==> src/rtl/cacheline_adapter_if.sv <==
// Cacheline-side and burst-memory-side bundles for the line adapter.
// cacheline_ufp_if : 256-bit whole-line request port; the cache is master, the adapter is slave.
// cacheline_bmem_if: 64-bit burst memory port; the adapter is master, memory/arbiter is slave.
interface cacheline_ufp_if #(
    parameter int LINE_W = 256
);
    logic [31:0]       addr;   // line address, low offset bits ignored
    logic              read;   // held until resp
    logic              write;  // held until resp
    logic [LINE_W-1:0] wdata;  // valid while write is high
    logic [LINE_W-1:0] rdata;  // valid while resp is high
    logic              resp;   // one-cycle completion pulse

    modport master (
        output addr, read, write, wdata,
        input  rdata, resp
    );

    modport slave (
        input  addr, read, write, wdata,
        output rdata, resp
    );
endinterface

interface cacheline_bmem_if #(
    parameter int BEAT_W = 64
);
    logic [31:0]       addr;   // line-aligned burst address
    logic              read;   // burst read request
    logic              write;  // write beat valid
    logic [BEAT_W-1:0] wdata;  // write beat data
    logic              ready;  // request or write beat accepted this cycle
    logic [31:0]       raddr;  // address tag of returning read beat
    logic [BEAT_W-1:0] rdata;  // read beat data
    logic              rvalid; // read beat valid

    modport master (
        output addr, read, write, wdata,
        input  ready, raddr, rdata, rvalid
    );

    modport slave (
        input  addr, read, write, wdata,
        output ready, raddr, rdata, rvalid
    );
endinterface

==> src/rtl/cacheline_adapter.sv <==
// Purpose: serialise one whole-line cache read/write into four 64-bit memory beats and back.
// Latency: request picked up in IDLE drives memory next cycle; resp one cycle after the last beat.
// Backpressure: bmem.ready stalls the read request and holds each write beat; one transaction at a time.
//
// Ports:
//   clk, rst : clock and synchronous active-high reset
//   ufp      : cacheline_ufp_if.slave  - line request from the cache, single-cycle resp
//   bmem     : cacheline_bmem_if.master - burst memory read request, write beats, tagged read beats
//   perf_rd_cnt, perf_wr_cnt : saturating completion counters, present only when
//                              CACHELINE_ADAPTER_PERF_EN is defined
module cacheline_adapter #(
    parameter int LINE_W = 256,
    parameter int BEAT_W = 64
) (
    input  logic             clk,
    input  logic             rst,
    cacheline_ufp_if.slave   ufp,
    cacheline_bmem_if.master bmem
`ifdef CACHELINE_ADAPTER_PERF_EN
    ,
    output logic [31:0]      perf_rd_cnt,
    output logic [31:0]      perf_wr_cnt
`endif
);

    localparam int NBEATS = LINE_W / BEAT_W;
    localparam int CNT_W  = (NBEATS > 1) ? $clog2(NBEATS) : 1;
    localparam int OFF_W  = $clog2(LINE_W / 8);

    localparam logic [CNT_W-1:0] LAST_BEAT = CNT_W'(NBEATS - 1);

    typedef enum logic [2:0] {
        IDLE,
        RD_REQ,
        RD_DATA,
        WR_BEAT,
        DONE
    } state_t;

    state_t            state_q, state_d;
    logic [CNT_W-1:0]  cnt_q, cnt_d;
    logic [31:0]       addr_q, addr_d;
    logic [LINE_W-1:0] wline_q, wline_d;
    logic [LINE_W-1:0] rline_q, rline_d;
    logic              op_wr_q, op_wr_d;

    logic              beat_match;
    logic [31:0]       aligned_addr;

    // Offset bits inside the line never reach memory.
    logic unused_addr_bits;
    assign unused_addr_bits = ^ufp.addr[OFF_W-1:0];

    assign aligned_addr = {ufp.addr[31:OFF_W], {OFF_W{1'b0}}};

    // Read beats are tagged with their line address; anything else on the
    // return bus belongs to another requester or an abandoned burst.
    assign beat_match = bmem.rvalid && (bmem.raddr == addr_q);

    always_ff @(posedge clk) begin
        if (rst) begin
            state_q <= IDLE;
            cnt_q   <= '0;
            addr_q  <= '0;
            wline_q <= '0;
            rline_q <= '0;
            op_wr_q <= 1'b0;
        end else begin
            state_q <= state_d;
            cnt_q   <= cnt_d;
            addr_q  <= addr_d;
            wline_q <= wline_d;
            rline_q <= rline_d;
            op_wr_q <= op_wr_d;
        end
    end

    always_comb begin
        state_d = state_q;
        cnt_d   = cnt_q;
        addr_d  = addr_q;
        wline_d = wline_q;
        rline_d = rline_q;
        op_wr_d = op_wr_q;

        case (state_q)
            IDLE: begin
                // Write takes priority if the cache ever raises both.
                if (ufp.write) begin
                    addr_d  = aligned_addr;
                    wline_d = ufp.wdata;
                    cnt_d   = '0;
                    op_wr_d = 1'b1;
                    state_d = WR_BEAT;
                end else if (ufp.read) begin
                    addr_d  = aligned_addr;
                    cnt_d   = '0;
                    op_wr_d = 1'b0;
                    state_d = RD_REQ;
                end
            end

            RD_REQ: begin
                if (bmem.ready) begin
                    state_d = RD_DATA;
                end
            end

            RD_DATA: begin
                if (beat_match) begin
                    rline_d[BEAT_W*int'(cnt_q) +: BEAT_W] = bmem.rdata;
                    cnt_d = cnt_q + CNT_W'(1);
                    if (cnt_q == LAST_BEAT) begin
                        state_d = DONE;
                    end
                end
            end

            WR_BEAT: begin
                if (bmem.ready) begin
                    cnt_d = cnt_q + CNT_W'(1);
                    if (cnt_q == LAST_BEAT) begin
                        state_d = DONE;
                    end
                end
            end

            DONE: begin
                state_d = IDLE;
            end

            default: begin
                state_d = IDLE;
            end
        endcase
    end

    // Every output is a register or a decode of registered state.
    assign bmem.read  = (state_q == RD_REQ);
    assign bmem.write = (state_q == WR_BEAT);
    assign bmem.addr  = addr_q;
    assign bmem.wdata = wline_q[BEAT_W*int'(cnt_q) +: BEAT_W];

    // The read line lives in its own register so a write does not disturb
    // the last assembled line.
    assign ufp.resp  = (state_q == DONE);
    assign ufp.rdata = rline_q;

`ifdef CACHELINE_ADAPTER_PERF_EN
    always_ff @(posedge clk) begin
        if (rst) begin
            perf_rd_cnt <= '0;
            perf_wr_cnt <= '0;
        end else if (state_q == DONE) begin
            if (op_wr_q) begin
                if (perf_wr_cnt != 32'hFFFF_FFFF) begin
                    perf_wr_cnt <= perf_wr_cnt + 32'd1;
                end
            end else begin
                if (perf_rd_cnt != 32'hFFFF_FFFF) begin
                    perf_rd_cnt <= perf_rd_cnt + 32'd1;
                end
            end
        end
    end
`endif

endmodule

==> src/flat_wrapper.sv <==
// flat-port wrapper written by rule: the top's interface ports become plain ports
module cacheline_adapter_flat 
#(
    parameter int LINE_W = 256,
    parameter int BEAT_W = 64
)
  (clk, rst, ufp_addr, ufp_read, ufp_write, ufp_wdata, ufp_rdata, ufp_resp, bmem_addr, bmem_read, bmem_write, bmem_wdata, bmem_ready, bmem_raddr, bmem_rdata, bmem_rvalid);
  cacheline_ufp_if #(.LINE_W(LINE_W)) ufp_i ();
  cacheline_bmem_if #(.BEAT_W(BEAT_W)) bmem_i ();
  input  logic clk;
  input  logic rst;
  input wire logic [$bits(ufp_i.addr)-1:0] ufp_addr;
  input wire logic [$bits(ufp_i.read)-1:0] ufp_read;
  input wire logic [$bits(ufp_i.write)-1:0] ufp_write;
  input wire logic [$bits(ufp_i.wdata)-1:0] ufp_wdata;
  output wire logic [$bits(ufp_i.rdata)-1:0] ufp_rdata;
  output wire logic [$bits(ufp_i.resp)-1:0] ufp_resp;
  output wire logic [$bits(bmem_i.addr)-1:0] bmem_addr;
  output wire logic [$bits(bmem_i.read)-1:0] bmem_read;
  output wire logic [$bits(bmem_i.write)-1:0] bmem_write;
  output wire logic [$bits(bmem_i.wdata)-1:0] bmem_wdata;
  input wire logic [$bits(bmem_i.ready)-1:0] bmem_ready;
  input wire logic [$bits(bmem_i.raddr)-1:0] bmem_raddr;
  input wire logic [$bits(bmem_i.rdata)-1:0] bmem_rdata;
  input wire logic [$bits(bmem_i.rvalid)-1:0] bmem_rvalid;
  assign ufp_i.addr = ufp_addr;
  assign ufp_i.read = ufp_read;
  assign ufp_i.write = ufp_write;
  assign ufp_i.wdata = ufp_wdata;
  assign ufp_rdata = ufp_i.rdata;
  assign ufp_resp = ufp_i.resp;
  assign bmem_addr = bmem_i.addr;
  assign bmem_read = bmem_i.read;
  assign bmem_write = bmem_i.write;
  assign bmem_wdata = bmem_i.wdata;
  assign bmem_i.ready = bmem_ready;
  assign bmem_i.raddr = bmem_raddr;
  assign bmem_i.rdata = bmem_rdata;
  assign bmem_i.rvalid = bmem_rvalid;
  cacheline_adapter #(.LINE_W(LINE_W), .BEAT_W(BEAT_W)) u_core (.clk(clk), .rst(rst), .ufp(ufp_i), .bmem(bmem_i));
endmodule
==> config.mk <==
export PLATFORM = sky130hd
export DESIGN_NAME = cacheline_adapter_flat
export DESIGN_NICKNAME = d
export VERILOG_FILES = /design/src/rtl/cacheline_adapter_if.sv /design/src/rtl/cacheline_adapter.sv /design/src/flat_wrapper.sv
export SDC_FILE = /design/constraint.sdc
export NUM_CORES = 1
export LEC_CHECK = 0
export BUFFER_PORTS_ARGS = -buffer_cell sky130_fd_sc_hd__buf_2
export CAP_MARGIN = 20
export CORE_AREA = 2 2 286 288
export CTS_CLUSTER_SIZE = 16
export DETAILED_ROUTE_END_ITERATION = 6
export DIE_AREA = 0 0 288 290
export GPL_TIMING_DRIVEN = 0
export REMOVE_ABC_BUFFERS = 1
export SYNTH_ARGS = -nofsm -noshare
export SYNTH_HDL_FRONTEND = slang
export SYNTH_SLANG_ARGS = --single-unit
export TNS_END_PERCENT = 10
==> constraint.sdc <==
create_clock -name clk -period 7.1 [get_ports clk]
set_input_delay 2.13 -clock clk [delete_from_list [all_inputs] [get_ports clk]]
set_output_delay 2.13 -clock clk [all_outputs]
set_load 0.02 [all_outputs]
After elaboration in Yosys (flattened, before gate mapping). Cells that the tools add are included.

Add/subtract/negate cells: 2. Muxes and demuxes: 15. Reductions and logical operators: 9. Shift operators: 3. Equal/unequal tests: 10.

Operators with widths (number): $bwmux 256 (1); $shift 64x33->256 const A (1); $shiftx 256x9->64 (1); $shiftx 64x33->256 (1); $mux 32 (2); $neg 8->33 (1); $eq 32x32->1 (1); $mux 3 (6); $pmux 3 s4 (1); $mux 2 (4); $reduce_and 4->1 (2); $eq 3x2->1 const B (2); $ne 2x1->1 const B (3); $pmux 2 s3 (1); $reduce_and 2->1 (3); $eq 3x1->1 const B (1); $eq 3x3->1 const B (1); $logic_not 3->1 (1); $ne 3x3->1 const B (1); $reduce_bool 3->1 (1); $add 2x1->2 const B (1); $eq 2x2->1 const B (1); $reduce_bool 2->1 (1); $logic_and 1x1->1 (1).

Output and inout port bits: 355. Input bits: 390. Bits in registers: 549. Logic and storage cells: 44.

Logic depth before layout (Yosys ltp).
Depth after elaboration: 4. Mapped depth: 8.

Worst setup path before layout. OpenSTA, ideal clock, no wires.

Path kind: reg2out. From: reg u_core.cnt_q[0]. To: out bmem_wdata[15]. Setup slack: 3.107 ns. Stages on the path, launching flop included: 5. Required time: 4.970 ns. Data arrival time: 1.863 ns. Cell sequence: dfxtp_1 > clkbuf_1 > clkbuf_1 > buf_2 > mux4_2.

Longest elaborated chain between the ends: 1.

Ends and longest elaborated chain: from (decl) (RTL line cacheline_adapter.sv:41) `logic [CNT_W-1:0] cnt_q, cnt_d;`; from (signal assigned) (RTL line cacheline_adapter.sv:70) `cnt_q <= cnt_d;`; $shiftx 256x9->64 (RTL line cacheline_adapter.sv:142) `assign bmem.wdata = wline_q[BEAT_W*int'(cnt_q) +: BEAT_W];`; to (decl) (RTL line flat_wrapper.sv:21) `output wire logic [$bits(bmem_i.wdata)-1:0] bmem_wdata;`.

Every way passes these cells.

Worst setup path after layout.
From: reg u_core.cnt_q[0]. To: out bmem_wdata[45].

The elaborated chain is that of the path after synthesis.

==> results.yml <==
route:
  routed_via_density: 4.63
  drt_pre_antenna_iters: 5
  routed_wire_length_per_instance_um: 18.0
  dr_total_vias: 20200
  drt_iter0_markers: 1122
  detail_route.wirelength_um: 78500
  ant_nets: 0
  drc_errors: 0
sta:
  relative_max_transition_margin: 0.393
  minimum_period_implied_by_the_final_worst_setup_slack_ns: 4.72
  worst_max_slew_pin_slew_ns: 0.910
  clock.fmax_ghz: 0.212
  timing.hold.ws_ns: 0.451
  clock_skew_ns: 0.0176
  rsz_0062_raised_after_global_routing: "false"
  finalSetupViolCount: 0
  hold_viol_final: 0
  drv_slew: 0
  post-route-period-util: 0.664
clock_network:
  hold_buffers: 0
  clock_insertion_delay_worst_skew_ns: 0.61
  clockRootBuffer: "clkbuf_16"
  htree_levels: 2
  number_of_clock_buffers_inserted_by_tritoncts: 61
  cts.path.max_buffers: 3
  num_clock_sinks: 544
  cts_repair_resize_count: 0
  tritoncts: "done"
  cts.clk_slew.worst_paths_ns: 0.07
  cts.repair_timing.setup_buffer_count: 0
min_path:
  min-delay-start: "u_core.wline_q[19]"
  min-delay-path-class: "reg -> reg"
  hold-path-endpoint: "u_core.wline_q[19]"
  min_delay_path_depth: 2
pwr:
  worst_ir_drop_vdd_mv: 0.186
  cellLeakagePower_nw: 13.9
  powerDensity_nw_per_um2: 298
grt:
  vias_in_the_first_global_route: 19100
  antenna_found_initial: 24
  grt-ovfl-total: 0
  grt_util_all_layers: 0.179
  grt_pass1_wl_um: 116000
  pin_count_of_the_biggest_net_entering_global_routing: 141
critical_path:
  timing_worst_setup_path_type: "reg -> out"
  crit_path_top_delay_cell: "mux4_2"
  worstSetupEndpointType: "output pin"
  worstPathMaxFanout: 33
  worstSetupStartpointType: "flop"
  r2r_cells: 12
  cp_top_family: "buffers and inverters"
  cp.depth: 4
  worst-path-buf-inv: 3
  cp_common_cell: "buf_16"
  rrSetupSlack_ns: 3.85
  crit_chain: "buf_16 -> buf_16 -> mux4_2 -> buf_2"
  critical_path.reg2reg.startpoint: "u_core.cnt_q[0]"
  max_stage_delay_ns: 0.60
  rr_endpoint: "u_core.ufp.rdata[147]"
  cp_data_required_time_ns: 4.97
  worst_ep_arrival_time_ns: 2.59
yosys:
  post_synth_inst_count: 2586
  synth_cell_count_leaders: "nand2_1, dfxtp_1, a21oi_1, mux2i_1, clkbuf_1"
  avgSynthCellArea_um2: 8.72
  synth-async-reset-ratio: 0
  post-synth-top-area-cell: "dfxtp_1"
  fraction_of_the_yosys_area_taken_by_sequential_cells: 0.483
  synth.ff_latch_count: 544
  synthesis.yosys.warnings: 0
  post_synthesis_instance_area_um2: 22600
  synth.most_common_cell: "nand2_1"
  synthTopCellsByArea: "dfxtp_1, nand2_1, mux2i_1, mux4_2, a21oi_1"
  synth.lib_cells_used.distinct: 38
  synth.top_cell.area_share: 0.483
  synth-edff-count: 0
  synth-main-ff-cell: "dfxtp_1"
finish:
  layout-area-overhead-vs-synth_pct: 31.2
  area_occupied_by_multi_input_gates_um2: 10600
  layout.filler_cells: 8368
  seq_area_um2: 10900
  layout.nets: 3620
  post_layout_nonfiller_instances: 4358
  drive_gt1_frac: 0.294
place:
  post-place-cells: 4222
  place_congestion: 0.826
  place_hpwl_um: 55800
  place.port_buffers: 734
floorplan:
  core_area_um2: 80200
  design.portCount: 745
  die_width_um: 288
  die_h_um: 290
  dieArea_um2: 83500
  floorplan.initialDensity: 0.281
  std_cell_rows: 104
run_status:
  outcome: "completed"
run:
  max_cap_violations: 0
[how the worst max path moves through the flow]
stage / start / slack [ns] / end
detailed placement: bmem_raddr[23] / 2.03 / u_core.ufp.rdata[222]
CTS: u_core.cnt_q[0] / 2.29 / bmem_wdata[45]
floorplan: u_core.cnt_q[0] / -0.56 / u_core.ufp.rdata[100]
global route: u_core.cnt_q[0] / 2.22 / bmem_wdata[45]
finish: u_core.cnt_q[0] / 2.38 / bmem_wdata[45]
global placement: rst / -10.55 / u_core.ufp.rdata[147]
[tightest hold or removal path: stages (launching register included)]
cell and delay [ns]:
dfxtp_1 0.31, nand2_1 0.05, a21oi_1 0.05
[report_power, final]
group,internal [mW],switching (mW)
registers,3.34,0.172
logic,0.630,1.09
clock network,2.24,1.37
[kinds of logic (layout without fill, tap and decap cells)]
| kind of cell | count (synthesis) | in the layout | share of synthesized area |
|---|---|---|---|
| and+or+nand+nor | 1188 | 1188 | 0.212 |
| DFF | 544 | 544 | 0.483 |
| muxes | 320 | 320 | 0.178 |
| AOI/OAI and AO/OA | 293 | 293 | 0.0657 |
| buffers and inverters | 209 | 896 | 0.0490 |
| xor gates and xnor gates | 26 | 26 | 0.0101 |
| adders and majority gates | 5 | 5 | 0.00277 |
| other | 1 | 26 | 0.000166 |
[layout make-up]
cell class / count / area share
clock buffer: 78 / 0.0589
clock inverter: 37 / 0.0190
timing repair buffer: 775 / 0.148
tap: 1060 / 0.0448
multi-input combinational: 1837 / 0.359
antenna: 21 / 0.00178
sequential: 544 / 0.368
inverter: 6 / 0.000930
[layout by cell type, fill, tap and decap left out, drive strengths merged, types with 5 or more instances in the layout]
cell | synthesis | final
a21oi | 284 | 284
clkinvlp | 0 | 5
nor2b | 66 | 66
mux4 | 64 | 64
nand2 | 1086 | 1086
nor3 | 6 | 6
mux2i | 256 | 256
nor2 | 6 | 6
buf | 57 | 775
clkinv | 1 | 17
conb | 1 | 5
diode | 0 | 21
xor2 | 22 | 22
nor4 | 7 | 7
ha | 5 | 5
inv | 5 | 7
clkbuf | 146 | 78
dfxtp | 544 | 544
bufinv | 0 | 14
[state kept, by name (all words and copies together) (netlist names)]
| name | flops |
|---|---|
| u_core.bmem.addr | 27 |
| u_core.cnt_q | 2 |
| u_core.state_q | 3 |
| u_core.ufp.rdata | 256 |
| u_core.wline_q | 256 |
[through the flow]
step                      area, um^2  total power, mW  worst slack [ns]   util  setup TNS, ns
after floorplan                21500             4.66            -0.555      -        -119.00
final                          29600             8.83              2.38  0.369              0
after global routing           29600             9.25              2.22  0.369              0
after global placement         26500             5.40            -10.55  0.330       -3447.84
after detailed placement       27200             5.30              2.03  0.340              0
after CTS                      29500             8.92              2.29  0.368              0
[routing by layer]
layer | global-route usage | vias to the layer above | routed length (um)
li1 | - | 9785 | -
met1 | 0.220 | 9637 | 32200
met2 | 0.307 | 611 | 38900
met3 | 0.0339 | 152 | 4790
met4 | 0.0693 | 4 | 2590
met5 | 0 | - | 26
Note: power is estimated with default switching activity, not from simulation.
